[config.mk]
export PLATFORM = sky130hd
export DESIGN_NAME = regs_dump_reader_flat
export DESIGN_NICKNAME = d
export VERILOG_FILES = /design/src/rtl/regs_dump_if.sv /design/src/rtl/regs_dump_reader.sv /design/src/flat_wrapper.sv
export SDC_FILE = /design/constraint.sdc
export NUM_CORES = 1
export LEC_CHECK = 0
export ABC_AREA = 1
export CAP_MARGIN = 15
export CELL_PAD_IN_SITES_DETAIL_PLACEMENT = 0
export CELL_PAD_IN_SITES_GLOBAL_PLACEMENT = 2
export CORE_UTILIZATION = 23
export CTS_CLUSTER_SIZE = 30
export DETAILED_ROUTE_END_ITERATION = 12
export PLACE_DENSITY = 0.94
export SETUP_SLACK_MARGIN = 0.15
export SLEW_MARGIN = 15
export SYNTH_ARGS = -nofsm -noshare
export SYNTH_HDL_FRONTEND = slang
export SYNTH_SLANG_ARGS = --single-unit
[constraint.sdc]
create_clock -name clk -period 3.8 [get_ports clk]
set_clock_uncertainty 0.05 [all_clocks]
set_input_delay 0.76 -clock clk [delete_from_list [all_inputs] [get_ports clk]]
set_output_delay 0.76 -clock clk [all_outputs]
set_load 0.03 [all_outputs]
[src/rtl/regs_dump_if.sv]
// Handshake bundle between the register-dump reader, the register-file read port
// and the downstream word consumer.
interface regs_dump_if #(
    parameter int XLEN = 64
);
    logic            start;
    logic            abort;
    logic [4:0]      rd_addr;
    logic [XLEN-1:0] rd_data;
    logic            out_valid;
    logic            out_ready;
    logic [4:0]      out_idx;
    logic [XLEN-1:0] out_data;
    logic            busy;
    logic            freeze;
    logic            done;

    modport master (
        input  start, abort, rd_data, out_ready,
        output rd_addr, out_valid, out_idx, out_data, busy, freeze, done
    );

    modport slave (
        output start, abort, rd_data, out_ready,
        input  rd_addr, out_valid, out_idx, out_data, busy, freeze, done
    );
endinterface

[src/rtl/regs_dump_reader.sv]
// Walks registers FIRST_REG..LAST_REG through a spare read port and streams
// {index, value} words over valid/ready, freezing the core while it runs.
module regs_dump_reader #(
    parameter int XLEN      = 64,
    parameter int FIRST_REG = 0,
    parameter int LAST_REG  = 31
) (
    input  logic           clk,
    input  logic           rst,
    regs_dump_if.master    dump
);
    localparam logic [4:0] FIRST_IDX = 5'(FIRST_REG);
    localparam logic [4:0] LAST_IDX  = 5'(LAST_REG);

    typedef enum logic [1:0] {
        ST_IDLE   = 2'd0,
        ST_READ   = 2'd1,
        ST_HOLD   = 2'd2,
        ST_FINISH = 2'd3
    } state_t;

    state_t          state_r;
    logic [4:0]      idx_r;
    logic            out_valid_r;
    logic [4:0]      out_idx_r;
    logic [XLEN-1:0] out_data_r;
    logic            busy_r;
    logic            done_r;
    logic [4:0]      rd_addr_s;

    // Read-port address decode; depends only on state and index.
    always_comb begin
        rd_addr_s = FIRST_IDX;
        case (state_r)
            ST_IDLE:                     rd_addr_s = FIRST_IDX;
            ST_READ, ST_HOLD, ST_FINISH: rd_addr_s = idx_r;
            default:                     rd_addr_s = FIRST_IDX;
        endcase
    end

    // Dump sequencer with registered outputs; abort takes priority over the handshake.
    always_ff @(posedge clk) begin
        if (rst == 1'b0) begin
            state_r     <= ST_IDLE;
            idx_r       <= FIRST_IDX;
            out_valid_r <= 1'b0;
            out_idx_r   <= 5'd0;
            out_data_r  <= '0;
            busy_r      <= 1'b0;
            done_r      <= 1'b0;
        end else begin
            case (state_r)
                ST_IDLE: begin
                    done_r <= 1'b0;
                    if (dump.start) begin
                        idx_r   <= FIRST_IDX;
                        busy_r  <= 1'b1;
                        state_r <= ST_READ;
                    end else begin
                        busy_r  <= 1'b0;
                        state_r <= ST_IDLE;
                    end
                end
                ST_READ: begin
                    if (dump.abort) begin
                        out_valid_r <= 1'b0;
                        busy_r      <= 1'b0;
                        state_r     <= ST_IDLE;
                    end else begin
                        out_data_r  <= dump.rd_data;
                        out_idx_r   <= idx_r;
                        out_valid_r <= 1'b1;
                        state_r     <= ST_HOLD;
                    end
                end
                ST_HOLD: begin
                    if (dump.abort) begin
                        out_valid_r <= 1'b0;
                        busy_r      <= 1'b0;
                        state_r     <= ST_IDLE;
                    end else if (dump.out_ready) begin
                        out_valid_r <= 1'b0;
                        // LAST_REG is terminal, so the index never wraps.
                        if (idx_r != LAST_IDX) begin
                            idx_r   <= idx_r + 5'd1;
                            state_r <= ST_READ;
                        end else begin
                            done_r  <= 1'b1;
                            state_r <= ST_FINISH;
                        end
                    end else begin
                        state_r <= ST_HOLD;
                    end
                end
                ST_FINISH: begin
                    done_r  <= 1'b0;
                    busy_r  <= 1'b0;
                    state_r <= ST_IDLE;
                end
                default: begin
                    out_valid_r <= 1'b0;
                    busy_r      <= 1'b0;
                    done_r      <= 1'b0;
                    state_r     <= ST_IDLE;
                end
            endcase
        end
    end

    assign dump.rd_addr   = rd_addr_s;
    assign dump.out_valid = out_valid_r;
    assign dump.out_idx   = out_idx_r;
    assign dump.out_data  = out_data_r;
    assign dump.busy      = busy_r;
    assign dump.freeze    = busy_r;
    assign dump.done      = done_r;
endmodule

[src/flat_wrapper.sv]
// flat-port wrapper written by rule: the top's interface ports become plain ports
module regs_dump_reader_flat 
#(
    parameter int XLEN      = 64,
    parameter int FIRST_REG = 0,
    parameter int LAST_REG  = 31
)
  (clk, rst, dump_start, dump_abort, dump_rd_data, dump_out_ready, dump_rd_addr, dump_out_valid, dump_out_idx, dump_out_data, dump_busy, dump_freeze, dump_done);
  regs_dump_if #(.XLEN(XLEN)) dump_i ();
  input  logic clk;
  input  logic rst;
  input wire logic [$bits(dump_i.start)-1:0] dump_start;
  input wire logic [$bits(dump_i.abort)-1:0] dump_abort;
  input wire logic [$bits(dump_i.rd_data)-1:0] dump_rd_data;
  input wire logic [$bits(dump_i.out_ready)-1:0] dump_out_ready;
  output wire logic [$bits(dump_i.rd_addr)-1:0] dump_rd_addr;
  output wire logic [$bits(dump_i.out_valid)-1:0] dump_out_valid;
  output wire logic [$bits(dump_i.out_idx)-1:0] dump_out_idx;
  output wire logic [$bits(dump_i.out_data)-1:0] dump_out_data;
  output wire logic [$bits(dump_i.busy)-1:0] dump_busy;
  output wire logic [$bits(dump_i.freeze)-1:0] dump_freeze;
  output wire logic [$bits(dump_i.done)-1:0] dump_done;
  assign dump_i.start = dump_start;
  assign dump_i.abort = dump_abort;
  assign dump_i.rd_data = dump_rd_data;
  assign dump_i.out_ready = dump_out_ready;
  assign dump_rd_addr = dump_i.rd_addr;
  assign dump_out_valid = dump_i.out_valid;
  assign dump_out_idx = dump_i.out_idx;
  assign dump_out_data = dump_i.out_data;
  assign dump_busy = dump_i.busy;
  assign dump_freeze = dump_i.freeze;
  assign dump_done = dump_i.done;
  regs_dump_reader #(.XLEN(XLEN), .FIRST_REG(FIRST_REG), .LAST_REG(LAST_REG)) u_core (.clk(clk), .rst(rst), .dump(dump_i));
endmodule
==> flow_summary_export.csv, run 1 <==
group,metric,value,unit
drt,drc,0,
clock_tree,cts_resized,0,
grt,grt_max_degree,77,
synth,synth_nets,468,
finish,seqCellArea,1582,µm²
finish,diodes,0,
synth,yosysWarnings,0,
die,die-width,116.5,µm
worst_hold_path,worstHoldPathType,"reg2reg",
die,core-area,12720,µm²
setup_path,slowest_stage,"clkdlybuf4s50_1",
finish,layout-drive-gt1-share,0.04878,
clock_tree,cts_sinks,79,
setup_path,critPathRequiredTime,2.99,ns
grt,grt_pass1_vias,2867,
grt,grtUsageTotal,0.1312,
setup_path,start_kind,"register",
finish,final_core_util,0.3813,
flow_run,drv_cap,0,
clock_tree,htree_levels,3,
drt,antenna_violating_nets_post_route,0,
synth,avgSynthCellArea,7.676,µm²
synth,synthDistinctLibCells,23,
clock_tree,root_buffer,"clkbuf_16",
grt,antenna_found_initial,0,
sta,rsz0062_at_grt,"no",
synth,syn-cell-area,3017,µm²
status,outcome,"completed",
synth,yosys_register_bits,79,
setup_path,path_class,"reg2out",
clock_tree,post_cts_buffers,0,
clock_tree,hold_buffers,0,
synth,synth_cells,393,
sta,fmax,0.3711,GHz
finish,fillers,1368,
die,rows,41,
clock_tree,cts_tree,"yes",
drt,drt_iter0_drc,116,
drt,wl_per_cell,12.37,µm
drt,vias,2988,
die,die_height,116.5,µm
drt,firstDrtPassIters,4,
sta,slew_viol_final,0,
finish,layout_common_cells,"145 x clkdlybuf4s50_1, 144 x nor2_1, 79 x dfxtp_1",
grt,grt_pass1_wl,13560,µm
grt,grt_overflow,0,
sta,setup_viol,0,
power,power-per-cell-area,420.3,nW/µm²
setup_path,cp.arrival,1.88,ns
synth,synth_top_area_frac,0.5243,
sta,worst_pin_slew,0.8346,ns
sta,setup-tns-final,0,ns
clock_tree,numCtsBuffers,9,
drt,avgViaCountPerCell,4.238,
synth,synth.area.top_cells,"dfxtp_1 52%, nor2_1 18%, o21ai_0 11%",
setup_path,critPathTopFamily,"buffers and inverters",
finish,synthToLayoutAreaGrowth,60.80,%
setup_path,cp_slowest_stage_delay,0.68,ns
setup_path,crit_path_max_fanout,8,
synth,yosys.area.top_type,"dfxtp_1",
clock_tree,path_clk_slew,0.06,ns
place,place_congestion,0.7742,
sta,finalHoldViolCount,0,
sta,fin_crit_sh,0.7092,
power,p_leak,0.001981,µW
finish,num-nets-final,604,
die,initial_utilization,0.2371,
setup_path,critPathBufInv,2,
finish,final_common_cell,"clkdlybuf4s50_1",
setup_path,endpoint_kind,"primary output",
place,portBuffers,146,
sta,max_slew_margin,0.4436,
clock_tree,clk_latency,0.33,ns
drt,drt_wl_total,8723,µm
clock_tree,cts_buffer_depth,2,
finish,multi_input_area,1221,µm²
die,io_pins,147,
synth,ys_seq_area_frac,0.5243,
power,peakVddDrop,0.2323,mV
setup_path,crit_chain,"inv_1 > ha_1 > nor2_1 > clkdlybuf4s50_1",
place,hpwl,5934,µm
die,dieArea,13580,µm²
sta,period_needed,2.695,ns
tightest hold or removal path, stage by stage (launching register included):
cell and delay, ns:
dfxtp_1 0.31, nand2_1 0.06, a21oi_1 0.05
routing by layer:
metal  vias to the layer above  wire length (µm)  GRT usage
met5                         -                 0          0
met4                         0               146    0.06154
met3                        12               588    0.04826
met2                        87              4148     0.2170
met1                      1369              3840     0.1502
li1                       1520                 -          -
cell type report:
class                           count  share of cell area
Inverter                           16             0.01290
Multi-Input combinational cell    273              0.2517
Tap cell                          172             0.04436
Clock buffer                       12             0.05494
Sequential cell                    79              0.3260
Clock inverter                      3            0.003611
Timing Repair Buffer              150              0.3064
where the power goes:
group	switching (µW)	total [µW]	leakage, µW	internal (µW)
clock network	328	818	0.000140	490
registers	22.2	893	0.000645	871
logic	174	328	0.00120	154
total	525	2040	0.00198	1510
Yosys cell counts:
library cell	number
o21ai_0	68
or2_1	1
inv_4	1
a21oi_1	11
buf_2	7
nand3_2	1
nor3_1	1
nand4_1	1
nor2_4	2
nand2_1	28
nor2_1	144
o21ai_1	5
o211ai_1	1
buf_4	1
nor3b_1	1
inv_2	2
nand3_1	3
dfxtp_1	79
inv_1	13
buf_6	6
buf_1	1
ha_1	6
clkbuf_1	10
through the flow:
| step | hold slack, ns | worst slack [ns] | cell area (µm²) | instances | total power (µW) |
|---|---|---|---|---|---|
| 2_1_floorplan | 0.3902 | 1.842 | 3017 | 393 | 1071 |
| 4_1_cts | 0.4186 | 1.084 | 4851 | 705 | 2078 |
| 5_1_grt | 0.4471 | 0.9861 | 4851 | 705 | 2140 |
| 3_3_place_gp | 0.4036 | 1.184 | 4567 | 690 | 1238 |
| 3_5_place_dp | 0.4111 | 1.140 | 4567 | 690 | 1241 |
| 6_report | 0.4097 | 1.105 | 4851 | 705 | 2039 |
worst paths after layout:
check                    startpoint                       end  slack, ns  depth (start not counted)
setup / recovery  u_core.state_r[0]           dump_rd_addr[3]       1.11                          4
hold reg to reg    u_core.dump.done          u_core.dump.done       0.41                          2
hold / removal     u_core.dump.done          u_core.dump.done       0.41                          2
setup reg to reg  u_core.state_r[1]  u_core.dump.out_data[43]       1.87                          8
state kept, by name, summed over array words and instances (netlist names):
| signal | count |
|---|---|
| u_core.state_r | 2 |
| u_core.dump.busy | 1 |
| u_core.dump.out_data | 64 |
| u_core.idx_r | 5 |
| u_core.dump.out_valid | 1 |
| u_core.dump.done | 1 |
| u_core.dump.out_idx | 5 |
cell families (layout without fill, tap and decap cells):
logic type / Yosys count / count (layout) / synth area share
simple gates: 182 / 182 / 0.2381
buf+inv: 41 / 181 / 0.07093
fa+ha+maj: 6 / 6 / 0.02489
compound gates: 85 / 85 / 0.1418
flops: 79 / 79 / 0.5243
Power figures use the tool's default switching activity.
==> run 2: changes to the inputs <==
--- a/config.mk
+++ b/config.mk
@@ -9,10 +9,10 @@
 export CAP_MARGIN = 15
 export CELL_PAD_IN_SITES_DETAIL_PLACEMENT = 0
 export CELL_PAD_IN_SITES_GLOBAL_PLACEMENT = 2
-export CORE_UTILIZATION = 23
+export CORE_UTILIZATION = 19
 export CTS_CLUSTER_SIZE = 30
 export DETAILED_ROUTE_END_ITERATION = 12
-export PLACE_DENSITY = 0.94
+export PLACE_DENSITY = 0.84
 export SETUP_SLACK_MARGIN = 0.15
 export SLEW_MARGIN = 15
 export SYNTH_ARGS = -nofsm -noshare
==> constraint.sdc (replaced) <==
create_clock -name clk -period 2.21 [get_ports clk]
set_clock_uncertainty 0.05 [all_clocks]
set_input_delay 0.442 -clock clk [delete_from_list [all_inputs] [get_ports clk]]
set_output_delay 0.442 -clock clk [all_outputs]
set_load 0.03 [all_outputs]
==> run 2 against run 1 <==
- wire length rose by 2.1%
- total power increased by 72%
- first-iteration DRC count increased by 14%
- largest cell class unchanged
==> flow_summary_export.csv, run 2 (synthesis results as in run 1) <==
group,metric,value,unit
power,comb_power_share,0.164,
grt,grt_busiest_layer,"met2",
sta,period_needed,1.916,ns
grt,grt_overflow,0,
grt,grt_max_degree,47,
power,p_leak,0.001999,µW
die,dieArea,16390,µm²
grt,antenna_found_initial,0,
die,die-width,128.0,µm
clock_tree,cts_tree,"yes",
finish,fillers,1622,
finish,largest_reg_flops,64,
finish,layout-drive-gt1-share,0.05629,
die,initial_utilization,0.1963,
sta,slew_viol_final,0,
setup_path,critPathRequiredTime,1.72,ns
die,io_pins,147,
clock_tree,clk_latency,0.33,ns
place,dp_cells,731,
clock_tree,path_clk_slew,0.06,ns
die,core-area,15370,µm²
power,power-per-cell-area,712.1,nW/µm²
finish,synthToLayoutAreaGrowth,63.29,%
clock_tree,root_buffer,"clkbuf_16",
flow_run,drv_cap,0,
sta,setup_viol,0,
setup_path,cp_slowest_stage_delay,0.33,ns
grt,grt_pass1_wl,14370,µm
die,rows,45,
place,place_congestion,0.7645,
power,peakVddDrop,0.3547,mV
clock_tree,cts_sinks,79,
power,intPower,2623,µW
finish,multi_input_area,1224,µm²
finish,layout_common_cells,"144 x nor2_1, 140 x clkdlybuf4s50_1, 79 x dfxtp_1",
drt,drt_iter0_drc,132,
drt,drt_wl_total,8903,µm
finish,instances_no_fill,744,
status,outcome,"completed",
grt,grtUsageMet3,0.04466,
drt,wl_per_cell,11.97,µm
setup_path,endpoint_kind,"primary output",
setup_path,crit_path_max_fanout,8,
finish,diodes,0,
power,power_switching_share,0.2522,
clock_tree,cts_buffer_depth,2,
place,hpwl,6237,µm
finish,seqCellArea,1582,µm²
sta,rsz0062_at_grt,"no",
clock_tree,numCtsBuffers,9,
die,die_height,128.0,µm
setup_path,reg2reg_slack,0.52,ns
sta,worst_pin_slew,0.4338,ns
drt,vias,2956,
place,portBuffers,146,
power,seqPwrFrac,0.437,
sta,fmax,0.5220,GHz
sta,setup-tns-final,0,ns
power,clock_power_share,0.399,
sta,finalHoldViolCount,0,
setup_path,start_kind,"register",
setup_path,cp.arrival,1.42,ns
drt,drc,0,
grt,grt_pass1_vias,2865,
grt,use_met1,0.1326,
clock_tree,htree_levels,3,
sta,max_slew_margin,0.7108,
setup_path,crit_chain,"inv_1 > ha_2 > nor2_1 > clkdlybuf4s15_2",
finish,final_common_cell,"nor2_1",
grt,grtUsageTotal,0.1125,
finish,num-nets-final,606,
worst_hold_path,worstHoldPathType,"reg2reg",
grt,global_route.usage.met2,0.1841,
setup_path,path_class,"reg2out",
sta,fin_crit_sh,0.8669,
setup_path,slowest_stage,"dfxtp_1",
power,p_switching,884.5,µW
drt,avgViaCountPerCell,3.973,
drt,firstDrtPassIters,4,
drt,antenna_violating_nets_post_route,0,
[run 2: path summary, 6_finish.rpt]
check                    start  cells past startpoint               to
max reg2reg    u_core.idx_r[0]                     10  u_core.idx_r[0]
min            u_core.idx_r[3]                      2  u_core.idx_r[3]
max          u_core.state_r[0]                      4  dump_rd_addr[3]
min reg2reg    u_core.idx_r[3]                      2  u_core.idx_r[3]
[run 2: timing repair]
item                       in CTS  in global routing
gates cloned                    0                  0
setup buffers                   0                  0
setup endpoints to repair       5                  5
hold buffers                    0                  0
gates resized for setup        12                  4
[run 2: routing by layer]
metal  share of wire  vias to the layer above
met1            0.45                     1329
li1                -                     1527
met5               0                        -
met2            0.47                       95
met4           0.010                        0
met3           0.069                        5
[run 2: area by class of cell]
type,instances,share of cell area
clock buffers,11,0.04724
clock inverters,2,0.007112
inverters,16,0.01270
multi-input cells,273,0.2484
flip-flops and latches,79,0.3211
well taps,211,0.05359
repair buffers,152,0.3099
[run 2: through the flow]
stage	setup WS, ns	hold WS (ns)	total power [µW]	util	instance area, µm²
floorplan	0.5704	0.3902	1841	-	3017
global placement	0.2458	0.4047	2141	0.3037	4668
detailed placement	0.1851	0.4131	2143	0.3037	4668
CTS	0.1513	0.4263	3581	0.3213	4938
global route	0.1789	0.4658	3690	0.3205	4926
finish	0.2941	0.4197	3508	0.3205	4926
[run 2: critical path: cells and delay by family (launching register included)]
family	cells	cell delay [ns]
buffers and inverters	2	0.39
adders and majority gates	1	0.24
DFF	1	0.33
and+or+nand+nor	1	0.13
[run 2: power groups by stage]
stage	registers, µW	logic, µW	clock network (µW)
2_1_floorplan	1690	151	0
3_3_place_gp	1560	579	0
3_5_place_dp	1560	579	0
4_1_cts	1530	581	1470
5_1_grt	1540	621	1530
6_report	1530	574	1400
